**src/rtl/rom_bus_if_if.sv**
```systemverilog
// Multiplexed 4-bit CPU bus as seen by a program ROM: CPU phase strobes in, ROM drive out.
// The ROM owns the bus only in a cycle where drive_en is high; otherwise drive_o must be ignored.
interface rom_bus_if_if;
  logic       sync;
  logic       rom_cmd;
  logic [3:0] bus_i;
  logic [3:0] drive_o;
  logic       drive_en;

  modport master (
    output sync,
    output rom_cmd,
    output bus_i,
    input  drive_o,
    input  drive_en
  );

  modport slave (
    input  sync,
    input  rom_cmd,
    input  bus_i,
    output drive_o,
    output drive_en
  );
endinterface

```
**src/rtl/rom_bus_if.sv**
```systemverilog
// 4001-style program ROM emulator: tracks the 8-phase cycle from sync and drives OPR/OPA in M1/M2.
// Optional ROM output port (SRC/WRR snooping) is built when ROM_IO_PORT_EN is defined.
module rom_bus_if #(
  parameter logic [3:0] CHIP_ID = 4'h0,
  parameter int         DEPTH   = 16,
  parameter int         ADDR_W  = $clog2(DEPTH)
) (
  input  logic              clock,
  input  logic              reset_n,
  rom_bus_if_if.slave       bus,
  input  logic              load_we,
  input  logic [ADDR_W-1:0] load_addr,
  input  logic [7:0]        load_data,
  output logic [3:0]        io_port_o,
  output logic [3:0]        phase_o,
  output logic              sel_o
);

  typedef enum logic [3:0] {
    IDLE, A1, A2, A3, M1, M2, X1, X2, X3
  } phase_e;

  phase_e      phase_q, phase_d;
  logic [7:0]  addr_q, addr_d;
  logic        sel_q, sel_d;
  logic [3:0]  opa_q, opa_d;
  logic [3:0]  drive_o_q, drive_o_d;
  logic        drive_en_q, drive_en_d;
  logic [7:0]  mem_q [DEPTH];
  logic [7:0]  mem_d [DEPTH];
  logic [7:0]  fetch_byte;
  logic        chip_match;

  assign chip_match = (bus.bus_i == CHIP_ID);

  always_comb begin
    phase_d    = phase_q;
    addr_d     = addr_q;
    sel_d      = sel_q;
    opa_d      = opa_q;
    drive_o_d  = 4'h0;
    drive_en_d = 1'b0;
    fetch_byte = 8'h00;
    mem_d      = mem_q;

    // Addresses beyond the store fetch a NOP instead of aliasing onto low bytes.
    if ((addr_q >> ADDR_W) == 8'd0) fetch_byte = mem_q[addr_q[ADDR_W-1:0]];

    case (phase_q)
      IDLE:    phase_d = IDLE;
      A1:      phase_d = A2;
      A2:      phase_d = A3;
      A3:      phase_d = M1;
      M1:      phase_d = M2;
      M2:      phase_d = X1;
      X1:      phase_d = X2;
      X2:      phase_d = X3;
      X3:      phase_d = IDLE;
      default: phase_d = IDLE;
    endcase

    case (phase_q)
      A1: addr_d[3:0] = bus.bus_i;
      A2: addr_d[7:4] = bus.bus_i;
      A3: begin
        sel_d      = chip_match;
        opa_d      = fetch_byte[3:0];
        drive_o_d  = fetch_byte[7:4];
        drive_en_d = chip_match;
      end
      M1: begin
        drive_o_d  = opa_q;
        drive_en_d = drive_en_q;
      end
      default: ;
    endcase

    // Sync resynchronises from any phase and abandons a fetch in flight.
    if (bus.sync) begin
      phase_d    = A1;
      drive_o_d  = 4'h0;
      drive_en_d = 1'b0;
    end

    // mem_q is read above before this write lands, so a same-edge write returns the old byte.
    if (load_we) mem_d[load_addr] = load_data;
  end

  always_ff @(posedge clock or negedge reset_n) begin
    if (!reset_n) begin
      phase_q    <= IDLE;
      addr_q     <= 8'h00;
      sel_q      <= 1'b0;
      opa_q      <= 4'h0;
      drive_o_q  <= 4'h0;
      drive_en_q <= 1'b0;
      for (int i = 0; i < DEPTH; i++) mem_q[i] <= 8'h00;
    end else begin
      phase_q    <= phase_d;
      addr_q     <= addr_d;
      sel_q      <= sel_d;
      opa_q      <= opa_d;
      drive_o_q  <= drive_o_d;
      drive_en_q <= drive_en_d;
      for (int i = 0; i < DEPTH; i++) mem_q[i] <= mem_d[i];
    end
  end

  assign bus.drive_o  = drive_o_q;
  assign bus.drive_en = drive_en_q;
  assign phase_o      = phase_q;
  assign sel_o        = sel_q;

`ifdef ROM_IO_PORT_EN
  logic       io_sel_q, io_sel_d;
  logic       io_pend_q, io_pend_d;
  logic [3:0] io_port_q, io_port_d;

  // io_pend marks a WRR fetched by any chip; the port updates at X2 only if this chip was SRC-selected.
  always_comb begin
    io_sel_d  = io_sel_q;
    io_pend_d = io_pend_q;
    io_port_d = io_port_q;
    case (phase_q)
      M2: if (bus.rom_cmd) io_pend_d = (bus.bus_i == 4'h2);
      X2: begin
        if (io_pend_q && io_sel_q) io_port_d = bus.bus_i;
        if (bus.rom_cmd) io_sel_d = chip_match;
      end
      X3: io_pend_d = 1'b0;
      default: ;
    endcase
  end

  always_ff @(posedge clock or negedge reset_n) begin
    if (!reset_n) begin
      io_sel_q  <= 1'b0;
      io_pend_q <= 1'b0;
      io_port_q <= 4'h0;
    end else begin
      io_sel_q  <= io_sel_d;
      io_pend_q <= io_pend_d;
      io_port_q <= io_port_d;
    end
  end

  assign io_port_o = io_port_q;
`else
  logic unused_rom_cmd;
  assign unused_rom_cmd = bus.rom_cmd;
  assign io_port_o      = 4'h0;
`endif

endmodule
```
**src/flat_wrapper.sv**
```systemverilog
// flat-port wrapper written by rule: the top's interface ports become plain ports
module rom_bus_if_flat 
#(
  parameter logic [3:0] CHIP_ID = 4'h0,
  parameter int         DEPTH   = 16,
  parameter int         ADDR_W  = $clog2(DEPTH)
)
  (clock, reset_n, load_we, load_addr, load_data, io_port_o, phase_o, sel_o, bus_sync, bus_rom_cmd, bus_bus_i, bus_drive_o, bus_drive_en);
  rom_bus_if_if bus_i ();
  input  logic clock;
  input  logic reset_n;
  input  logic load_we;
  input  logic [ADDR_W-1:0] load_addr;
  input  logic [7:0] load_data;
  output logic [3:0] io_port_o;
  output logic [3:0] phase_o;
  output logic sel_o;
  input wire logic [$bits(bus_i.sync)-1:0] bus_sync;
  input wire logic [$bits(bus_i.rom_cmd)-1:0] bus_rom_cmd;
  input wire logic [$bits(bus_i.bus_i)-1:0] bus_bus_i;
  output wire logic [$bits(bus_i.drive_o)-1:0] bus_drive_o;
  output wire logic [$bits(bus_i.drive_en)-1:0] bus_drive_en;
  assign bus_i.sync = bus_sync;
  assign bus_i.rom_cmd = bus_rom_cmd;
  assign bus_i.bus_i = bus_bus_i;
  assign bus_drive_o = bus_i.drive_o;
  assign bus_drive_en = bus_i.drive_en;
  rom_bus_if #(.CHIP_ID(CHIP_ID), .DEPTH(DEPTH), .ADDR_W(ADDR_W)) u_core (.clock(clock), .reset_n(reset_n), .bus(bus_i), .load_we(load_we), .load_addr(load_addr), .load_data(load_data), .io_port_o(io_port_o), .phase_o(phase_o), .sel_o(sel_o));
endmodule
```
**config.mk**
```make
export PLATFORM = sky130hd
export DESIGN_NAME = rom_bus_if_flat
export DESIGN_NICKNAME = d
export VERILOG_FILES = /design/src/rtl/rom_bus_if_if.sv /design/src/rtl/rom_bus_if.sv /design/src/flat_wrapper.sv
export SDC_FILE = /design/constraint.sdc
export NUM_CORES = 1
export LEC_CHECK = 0
export ABC_AREA = 0
export CORE_MARGIN = 2
export CORE_UTILIZATION = 55
export CTS_CLUSTER_SIZE = 30
export DETAILED_ROUTE_END_ITERATION = 10
export PLACE_DENSITY = 0.74
export SLEW_MARGIN = 20
export SYNTH_ARGS = -nofsm -noshare
export SYNTH_HDL_FRONTEND = slang
export SYNTH_SLANG_ARGS = --single-unit
export TNS_END_PERCENT = 50
```
**constraint.sdc**
```tcl
create_clock -name clock -period 2.65 [get_ports clock]
set_input_delay 0.53 -clock clock [delete_from_list [all_inputs] [get_ports clock]]
set_output_delay 0.53 -clock clock [all_outputs]
set_load 0.03 [all_outputs]
```
* Word level (Yosys, flattened, before mapping) *
Memories as Yosys holds them, arrays and structs flattened.
Index checks and enable logic that the tools add are counted.

storage, ports and cells
  register bits = 150
  memory bits (read-only) = 64
  bits of input ports = 21
  output and inout port bits = 14
  memories = 1

memory list
  name              words  bits a word  read ports  clocked after Yosys merged registers in  wr ports  line              text
  (name not given)  16     4            1           0                                        0         rom_bus_if.sv:49  case (phase_q)

operators by class
  $lt $le $gt $ge = 3
  equality and inequality tests = 5
  multiplexer cells = 12
  bitwise gates (word level) = 2
  reductions and logical operators = 3

operators with widths
  cell                                                        count
  bitwise mux 128 bit                                         1
  binary-select mux 8 bit (select 4 bit)                      1
  demux 8 bit (select 4 bit)                                  1
  two-way mux 8 bit                                           4
  greater-or-equal comparator 5 bit, second input constant    2
  NOT 4 -> 5 bit                                              2
  equality test 4 x 2 -> 1 bit, second input constant         2
  logical NOT 8 bit                                           1
  two-way mux 4 bit                                           2
  one-hot mux 4 bit (2 select lines)                          1
  less-than comparator 5 x 1 -> 1 bit, second input constant  1
  equality test 4 x 1 -> 1 bit, second input constant         1
  equality test 4 x 3 -> 1 bit, second input constant         1
  logical NOT 4 bit                                           1
  inequality test 2 bit, second input constant                1
  one-hot mux 1 bit (2 select lines)                          1
  logical AND 1 bit                                           1
  two-way mux 1 bit                                           1

* Logic depth before layout (Yosys ltp) *
Gate-level depths: netlist (run 1).

  depth after elaboration = 7
  gate-level depth with buffers = 6
  depth with buffers taken out = 5

* Worst setup path after synthesis (run 1) *
OpenSTA, ideal clock, no wires.

  path kind = register to register
  start = register u_core.phase_q[1] (netlist: u_core.phase_o[1])
  end = register u_core.drive_o_q[0] (netlist: u_core.bus.drive_o[0])
  data arrival time = 1.925 ns
  slack = 0.658 ns
  cell stages (with the launch flop) = 7
  period minus slack after synthesis = 1.992 ns
  cell sequence = dfrtp_1 ha_1 or3b_4 buf_6 nor4_1 a22oi_1 nand2_1

between the ends
  cells in the longest elaborated chain, start to end = 3

RTL lines
  element                                                                              line               text
  start, declared                                                                      rom_bus_if.sv:23   phase_e phase_q, phase_d;
  start signal, assigned                                                               rom_bus_if.sv:99   phase_q <= phase_d;
  equality test 4 x 3 -> 1 bit / equality test 4 x 2 -> 1 bit (equally long branches)  rom_bus_if.sv:62   case (phase_q)
  one-hot mux 4 bit (2 select lines) *                                                 rom_bus_if.sv:62
  two-way mux 4 bit *                                                                  rom_bus_if.sv:79   if (bus.sync) begin
  named net u_core.drive_o_d[0]                                                        rom_bus_if.sv:27   logic [3:0] drive_o_q, drive_o_d;
  end signal, assigned                                                                 rom_bus_if.sv:103  drive_o_q <= drive_o_d;
  end, declared                                                                        rom_bus_if.sv:27

The timed path passes the listed nets; every way through them passes the cells marked *.
A chain may end at the register's enable or synchronous reset.

* Worst setup path after layout (run 1) *
  start = register u_core.addr_q[2]
  end = register u_core.opa_q[3]

between the ends
  cells in the longest elaborated chain, start to end = 5

RTL lines
  element                                               line               text
  start, declared                                       rom_bus_if.sv:24   logic [7:0] addr_q, addr_d;
  start signal, assigned                                rom_bus_if.sv:100  addr_q <= addr_d;
  NOT 4 -> 5 bit (implied by the code)                  rom_bus_if.sv:47   if ((addr_q >> ADDR_W) == 8'd0) fetch_byte = mem_q[addr_q[ADDR_W-1:0]];
  binary-select mux 8 bit (select 4 bit)                rom_bus_if.sv:47
  two-way mux 8 bit (implied by the code) (2 in a row)  rom_bus_if.sv:47
  two-way mux 8 bit                                     rom_bus_if.sv:47
  end signal, assigned                                  rom_bus_if.sv:102  opa_q <= opa_d;
  end, declared                                         rom_bus_if.sv:26   logic [3:0] opa_q, opa_d;

No other way between the ends. The select of a mux whose other input is x is not followed.

==> results of run 1 <==
[worst register-to-register path, cell delays in order (launching register included)]
cell	delay, ps
dfrtp_1	390
buf_4	290
mux4_1	610
mux2i_1	270
o21ai_0	160
a221o_1	340
[metrics by stage]
| step | std cells | instance area [um2] |
|---|---|---|
| 4_1_cts | 673 | 8150 |
| 3_3_place_gp | 643 | 7480 |
| 5_1_grt | 673 | 8150 |
| 2_1_floorplan | 448 | 6910 |
| 6_report | 673 | 8150 |
| 3_5_place_dp | 643 | 7480 |
[metal layers]
layer,wire length (um),GRT usage,up-vias
met5,0,0,-
met4,183,0.0690,0
met3,529,0.0544,12
met2,7360,0.399,73
met1,6480,0.323,2142
li1,-,-,1761
[cell type report]
| type | instances | area (um2) | share of cell area |
|---|---|---|---|
| clock buffers | 21 | 470 | 0.0577 |
| flip-flops and latches | 150 | 3750 | 0.461 |
| inverters | 2 | 7.51 | 0.000922 |
| well taps | 168 | 210 | 0.0258 |
| repair buffers | 58 | 547 | 0.0671 |
| multi-input cells | 265 | 2960 | 0.363 |
| clock inverters | 9 | 198 | 0.0243 |
[worst paths after layout]
kind | cells past startpoint | end | startpoint
worst max-delay path | 5 | u_core.opa_q[3]$_DFFE_PN0P_ | u_core.addr_q[2]$_DFFE_PN0N_
worst min register to register | 1 | u_core.mem_q[124]$_DFFE_PN0P_ | u_core.mem_q[124]$_DFFE_PN0P_
worst min-delay path | 1 | u_core.mem_q[0]$_DFFE_PN0P_ | reset_n
min in group clock | 1 | u_core.mem_q[124]$_DFFE_PN0P_ | u_core.mem_q[124]$_DFFE_PN0P_
worst max register to register | 5 | u_core.opa_q[3]$_DFFE_PN0P_ | u_core.addr_q[2]$_DFFE_PN0N_
max in group asynchronous | 2 | u_core.mem_q[27]$_DFFE_PN0P_ | reset_n
[kinds of logic (layout without fill, tap and decap cells)]
kind of cell               after synthesis  in the layout
muxes                                  177            177
AOI/OAI and AO/OA                       23             23
DFF                                    150            150
other                                    1              4
adders and majority gates                5              5
and+or+nand+nor                         56             56
buffers and inverters                   33             90
[state kept, by name, summed over array words and instances (netlist names)]
register and cells:
u_core.mem_q 128, u_core.addr_q 8, u_core.bus.drive_o 4, u_core.opa_q 4, u_core.phase_o 4, u_core.bus.drive_en 1, u_core.sel_o 1
[Yosys cell counts, drive strengths merged (3+ instances only)]
library cell / n
a21oi: 5
a22oi: 8
buf: 16
clkbuf: 15
dfrtp: 150
ha: 5
mux2: 140
mux2i: 5
mux4: 32
nand2: 10
nand2b: 5
nand3: 6
nor2: 13
nor3b: 3
nor4: 4
o21ai: 4
or3: 3
[report_power, final]
part           switching, mW  internal, mW  total (mW)
clock                  0.877          1.83        2.70
combinational          0.721          1.08        1.81
sequential             0.371          2.83        3.20
total                   1.97          5.74        7.71
==> flow_summary.yaml, run 1 <==
yosys:
  synthTopCellsByArea: "dfrtp_1 54%, mux2_2 23%, mux4_2 5.9%, mux4_1 5.3%, ha_1 0.91%"
  synthDistinctLibCells: 38
  synth.yosys.warnings: 0
  synth_compound_area_frac: 0.0230
  synth.avg_cell_area_um2: 15.5
  synth-main-ff-cell: "dfrtp_1"
  synth_simple_gate_area_frac: 0.0470
  syn-cell-area_um2: 6900
  yosysTopAreaCellShare: 0.544
  async_flop_share: 1.00
  synth_fa_ha_area_frac: 0.00907
  synth_area_leader_cell: "dfrtp_1"
  yosysSeqAreaShare: 0.544
  muxShareOfSynthArea: 0.348
  synth_edf_count: 0
  synth_xor_area_frac: 0
  synth_cells: 445
  synth_top_family_by_area: "multiplexers"
  ys_seq_elements: 150
floorplan:
  dieArea_um2: 13500
  design.portCount: 35
  die_h_um: 116
  row_count: 40
  start_util: 0.570
  core_area_um2: 12100
  die_x_um: 116
setup_path:
  worstSetupStartpointType: "flip-flop"
  cp-end-kind: "flip-flop"
  cp_max_fo: 13
  worst-r2r-setup-slack_ps: 480
  path_delay_family: "multiplexers"
  path_buf_inv: 1
  cp_cell_sequence: "buf_4, mux4_1, mux2i_1, o21ai_0, a221o_1"
  cpPeakStageDelay_ps: 590
  slowest_stage: "mux4_1"
  criticalPathCategory: "flip-flop to flip-flop"
  required_ps: 2940
  critPathArrivalTime_ps: 2470
layout:
  layout_commonest_cell: "dfrtp_1"
  drive_above_1_share: 0.438
  mostFrequentLayoutCells: "150 x dfrtp_1, 140 x mux2_2, 28 x clkdlybuf4s50_1"
  fillerInstances: 865
  final_util: 0.673
  fin_nets: 520
  diodes: 0
  area_delta_synth_final_pct: 18.1
placed_design:
  io_buffers: 29
  post-place-ws_ps: 324
  place.gp.congestion: 0.789
  dpl.hpwl_um: 9810
clocking:
  post-cts-setup-buffer-count: 0
  tritoncts: "built"
  post_cts_resized: 0
  cts_sinks: 150
  ctsHtreeMaxLevel: 4
  cts_root_buffer: "clkbuf_16"
  cts_buffers: 17
  path_clk_slew_ps: 60
  clockBufferDepth: 2
  clock_latency_ps: 410
  ctsHoldBuffers: 0
drt:
  ant_nets: 0
  first_iter_violations: 238
  wire_per_inst_um: 21.6
  drt_first_pass_iters: 4
  via_per_inst: 5.93
  routed_wl_um: 14600
  route.detailed.drc: 0
  vias: 3988
timing:
  whs_ps: 89.9
  period_needed_ps: 2170
  relSlewSlack: 0.464
  grt_setup_unrepaired: "false"
  worst_pin_slew_ps: 793
  hold_viol: 0
  timing.fmax_mhz: 460
  setup-tns-final_ps: 0
  layout_worst_path_cycle_share: 0.820
  slew_viol_final: 0
  setup_viol: 0
  fin_skew_ps: 5.36
  setup_slack_ps: 476
hold_path:
  hp-class: "input port to async pin"
power_and_ir_drop:
  power_density_nw_per_um2: 947
  power_leakage_nw: 3.55
  total_power_mw: 7.71
  ir_worst_vdd_mv: 0.615
grt:
  track_usage: 0.241
  grt_pass1_vias: 4373
  grt_overflow: 0
  grt_pass1_wl_um: 23800
  grt_max_degree: 58
  antenna_found_initial: 0
flow_run:
  cap_violations: 0
outcome:
  status: "finished, final reports clean"
Power figures use the tool's default switching activity.
==> run 2, diff against run 1 <==
==> constraint.sdc (replaced) <==
create_clock -name clock -period 2.1 [get_ports clock]
set_input_delay 0.42 -clock clock [delete_from_list [all_inputs] [get_ports clock]]
set_output_delay 0.42 -clock clock [all_outputs]
set_load 0.03 [all_outputs]
==> run 2 against run 1 <==
Compared with the run above: hold slack improved by 400 ps; utilization up 0.94 points; clock skew up 3.7 ps; critical path type unchanged; critical endpoint unchanged; largest cell class unchanged.
==> flow_summary.yaml, run 2 (synthesis results as in run 1) <==
outcome:
  status: "finished, final reports clean"
grt:
  grt_overflow: 0
  track_usage: 0.238
  grt_max_degree: 47
  antenna_found_initial: 0
  grt_pass1_wl_um: 23500
  grt_pass1_vias: 4310
setup_path:
  worst-r2r-setup-slack_ps: 100
  crit_cells: 5
  criticalPathCategory: "flip-flop to flip-flop"
  cp_cell_sequence: "buf_12, mux4_1, mux2i_2, o21ai_0, a221o_1"
  reg2reg_depth: 5
  cpPeakStageDelay_ps: 610
  r2r_start: "u_core.addr_q[2]$_DFFE_PN0N_"
  required_ps: 2410
  critPathArrivalTime_ps: 2300
  regToRegEndpoint: "u_core.opa_q[3]$_DFFE_PN0P_"
  worstSetupStartpointType: "flip-flop"
  crit_start: "u_core.addr_q[2]$_DFFE_PN0N_"
  cp_max_fo: 17
  cp-end-kind: "flip-flop"
  cp-endpoint: "u_core.opa_q[3]$_DFFE_PN0P_"
  path_buf_inv: 1
  path_delay_family: "multiplexers"
  slowest_stage: "mux4_1"
timing:
  relSlewSlack: 0.593
  setup_slack_ps: 104
  setup_viol: 0
  period_needed_ps: 2000
  hold_viol: 0
  fin_skew_ps: 9.10
  setup-tns-final_ps: 0
  worst_pin_slew_ps: 608
  layout_worst_path_cycle_share: 0.951
  timing.fmax_mhz: 501
  slew_viol_final: 0
  grt_setup_unrepaired: "false"
layout:
  final_util: 0.682
  largestRegisters: "u_core.mem_q x128, u_core.addr_q x8"
  diodes: 0
  fin_nets: 532
  largest_register_ffs: 128
  layout_commonest_cell: "dfrtp_1"
  drive_above_1_share: 0.451
  largest-register: "u_core.mem_q"
  area_delta_synth_final_pct: 19.7
  mostFrequentLayoutCells: "150 x dfrtp_1, 140 x mux2_2, 34 x buf_4"
floorplan:
  row_count: 40
  die_x_um: 116
  die_h_um: 116
  start_util: 0.570
  core_area_um2: 12100
  design.portCount: 35
  dieArea_um2: 13500
placed_design:
  dpl.hpwl_um: 9470
  post-place-ws_ps: -18.1
  place.gp.congestion: 0.763
  io_buffers: 29
drt:
  via_per_inst: 5.88
  wire_per_inst_um: 20.9
  ant_nets: 0
  first_iter_violations: 209
  drt_first_pass_iters: 5
  route.detailed.drc: 0
  vias: 4037
  routed_wl_um: 14400
hold_path:
  whs_path_depth: 2
  hp-class: "flip-flop to flip-flop"
clocking:
  path_clk_slew_ps: 60
  cts_root_buffer: "clkbuf_16"
  clockBufferDepth: 2
  tritoncts: "built"
  cts_sinks: 150
  ctsHtreeMaxLevel: 4
  cts_buffers: 17
  clock_latency_ps: 430
flow_run:
  cap_violations: 0
power_and_ir_drop:
  power_leakage_nw: 3.65
  ir_worst_vdd_mv: 0.520
  power_density_nw_per_um2: 1160
  total_power_mw: 9.62
run 2: how the worst min path moves through the flow:
| stage | start | endpoint | slack [ps] |
|---|---|---|---|
| global route | u_core.mem_q[107]$_DFFE_PN0P_ | u_core.mem_q[107]$_DFFE_PN0P_ | 500 |
| floorplan | reset_n | u_core.addr_q[0]$_DFFE_PN0N_ | 120 |
| detailed placement | reset_n | u_core.mem_q[96]$_DFFE_PN0P_ | 370 |
| finish | u_core.sel_o$_DFFE_PN0P_ | u_core.sel_o$_DFFE_PN0P_ | 490 |
| global placement | reset_n | u_core.mem_q[96]$_DFFE_PN0P_ | 370 |
| CTS | reset_n | u_core.mem_q[96]$_DFFE_PN0P_ | 500 |
run 2: report_power, final:
part	internal, mW	switching (mW)	total [mW]
Clock	2.16	1.14	3.30
Combinational	1.41	0.961	2.37
Sequential	3.58	0.384	3.96
Total	7.14	2.48	9.62
run 2: timing repair:
action,in CTS,in global routing
gates resized for setup,0,4
setup buffers,0,0
endpoints found under the setup margin,0,4
hold buffers,1,0
endpoints found under the hold margin,41,0
run 2: worst reg2reg max path: cells and delay by family (launching register included):
kind	cells	cell delay, ps
AO/OA/AOI/OAI	2	480
buffers and inverters	1	190
flip-flops	1	370
multiplexers	2	850
run 2: metrics by stage:
stage / hold slack [ps] / std cells / area (um2)
floorplan: 124 / 448 / 6910
global placement: 367 / 654 / 7600
detailed placement: 375 / 654 / 7600
CTS: 499 / 687 / 8250
global route: 503 / 687 / 8260
finish: 493 / 687 / 8260
run 2: layout make-up:
type / instances / area [um2]
Tap cell: 168 / 210
Fill cell: 867 / 3850
Sequential cell: 150 / 3750
Timing Repair Buffer: 70 / 682
Inverter: 2 / 7.51
Clock buffer: 22 / 464
Clock inverter: 10 / 175
Multi-Input combinational cell: 265 / 2970
run 2: layer usage:
layer | up-vias | GRT usage | wire, um
met4 | 0 | 0.0913 | 251
met1 | 2148 | 0.324 | 6450
li1 | 1787 | - | -
met2 | 78 | 0.380 | 7170
met3 | 24 | 0.0518 | 483
met5 | - | 0 | 0
==> run 3, diff against run 2 <==
--- a/config.mk
+++ b/config.mk
@@ -10,6 +10,8 @@
 export CORE_UTILIZATION = 55
 export CTS_CLUSTER_SIZE = 30
 export DETAILED_ROUTE_END_ITERATION = 10
+export GPL_TIMING_DRIVEN = 0
+export HOLD_SLACK_MARGIN = 0.12
 export PLACE_DENSITY = 0.74
 export SLEW_MARGIN = 20
 export SYNTH_ARGS = -nofsm -noshare
==> run 3 against run 2 <==
Compared with the run above: cell area decreased by 2.2%; die area unchanged; worst setup slack got worse by 83 ps; flip-flop and latch count unchanged; sequential share of layout area increased by 1.0 points; non-clock buffer count decreased by 10; final cell count decreased by 1.5%; hold slack got worse by 230 ps; global-route usage increased by 0.30 points; largest power group unchanged.
==> flow_summary.yaml, run 3 (synthesis results as in run 1) <==
outcome:
  status: "finished, final reports clean"
layout:
  diodes: 0
  area_delta_synth_final_pct: 17.2
  layout_commonest_cell: "dfrtp_1"
  fin_nets: 522
  largestRegisters: "u_core.mem_q x128, u_core.addr_q x8"
  largest-register: "u_core.mem_q"
  drive_above_1_share: 0.422
  final_area_um2: 8080
  mostFrequentLayoutCells: "150 x dfrtp_1, 140 x mux2_2, 26 x clkdlybuf4s50_1"
  largest_register_ffs: 128
  final_util: 0.667
floorplan:
  die_x_um: 116
  die_h_um: 116
  start_util: 0.570
  design.portCount: 35
  core_area_um2: 12100
  row_count: 40
  dieArea_um2: 13500
clocking:
  tritoncts: "built"
  clockBufferDepth: 2
  path_clk_slew_ps: 60
  clock_latency_ps: 420
  ctsHtreeMaxLevel: 4
  cts_sinks: 150
  cts_buffers: 17
  cts_root_buffer: "clkbuf_16"
drt:
  via_per_inst: 5.92
  vias: 4011
  route.detailed.drc: 0
  routed_wl_um: 14600
  ant_nets: 0
  wire_per_inst_um: 21.6
  first_iter_violations: 286
  drt_first_pass_iters: 4
timing:
  fin_skew_ps: 4.42
  whs_ps: 265
  setup_viol: 0
  slew_viol_final: 0
  timing.fmax_mhz: 481
  worst_pin_slew_ps: 1020
  period_needed_ps: 2080
  hold_viol: 0
  relSlewSlack: 0.318
  grt_setup_unrepaired: "true"
  setup-tns-final_ps: 0
  layout_worst_path_cycle_share: 0.990
power_and_ir_drop:
  comb_power_share: 0.252
  power_density_nw_per_um2: 1170
  p_clk_frac: 0.331
  internal_power_mw: 6.86
  swShare: 0.272
  ir_worst_vdd_mv: 0.721
  power_leakage_nw: 3.51
  seqPwrFrac: 0.417
  p_switching_mw: 2.57
setup_path:
  criticalPathCategory: "input port to flip-flop"
  cp_max_fo: 8
  required_ps: 2410
  worstSetupStartpointType: "input port"
  critPathArrivalTime_ps: 2390
  cp-end-kind: "flip-flop"
flow_run:
  cap_violations: 0
grt:
  grt_overflow: 0
  grt_max_degree: 99
  antenna_found_initial: 0
  track_usage: 0.241
  grt_pass1_wl_um: 23600
  grt_pass1_vias: 4354
placed_design:
  dpl_cell_area_um2: 7430
  dpl.hpwl_um: 9790
  place.gp.congestion: 0.808
  io_buffers: 28
hold_path:
  hp-class: "input port to flip-flop"
run 3: layer usage:
| metal | vias to the layer above | GRT usage | share of wire |
|---|---|---|---|
| met4 | 0 | 0.102 | 0.026 |
| met5 | - | 0 | 0 |
| met3 | 31 | 0.0460 | 0.028 |
| met1 | 2122 | 0.324 | 0.45 |
| li1 | 1777 | - | - |
| met2 | 81 | 0.390 | 0.50 |
run 3: power groups by stage:
stage / clock (mW) / combinational [mW] / sequential, mW
after floorplan: 0 / 1.78 / 3.87
final: 3.12 / 2.38 / 3.93
after detailed placement: 0 / 2.38 / 3.98
after CTS: 3.16 / 2.39 / 3.93
after global routing: 3.26 / 2.57 / 4.01
after global placement: 0 / 2.32 / 3.93
run 3: what timing repair did:
item,in CTS,in global routing
setup buffers,0,0
pin swaps,0,0
hold buffers,1,0
endpoints found under the setup margin,5,37
gates resized for setup,2,6
hold endpoints to repair,52,0
run 3: area by class of cell:
class	instances	area [um2]
plain buffers	30	189
flip-flops and latches	150	3750
fillers	865	4030
repair buffers	30	325
inverters	2	7.51
clock inverters	13	155
clock buffers	19	453
multi-input cells	265	2990
well taps	168	210
run 3: path summary, 6_finish.rpt:
| kind | start | endpoint | slack [ps] | depth (start not counted) |
|---|---|---|---|---|
| worst min-delay path | bus_sync | u_core.phase_o[3]$_DFF_PN0_ | 270 | 2 |
| worst min register to register | u_core.mem_q[93]$_DFFE_PN0P_ | u_core.mem_q[93]$_DFFE_PN0P_ | 500 | 1 |
| max in group asynchronous | reset_n | u_core.opa_q[3]$_DFFE_PN0P_ | 760 | 3 |
| worst max register to register | u_core.addr_q[5]$_DFFE_PN0N_ | u_core.opa_q[1]$_DFFE_PN0P_ | 60 | 4 |
| worst max-delay path | load_addr[1] | u_core.mem_q[20]$_DFFE_PN0P_ | 20 | 4 |
| min in group asynchronous | reset_n | u_core.mem_q[56]$_DFFE_PN0P_ | 520 | 2 |
run 3: critical path, stage by stage:
cell and delay [ps]:
clkdlybuf4s50_1 490, nand2b_1 250, nor2_1 790, mux2_2 420
run 3: metrics by stage:
stage                     power, mW  instances  setup slack (ps)
after floorplan                5.65        448               108
after global placement         6.25        644             -5140
after detailed placement       6.36        645              -451
after CTS                      9.48        677              1.94
after global routing           9.84        677             -18.4
final                          9.43        677              21.0
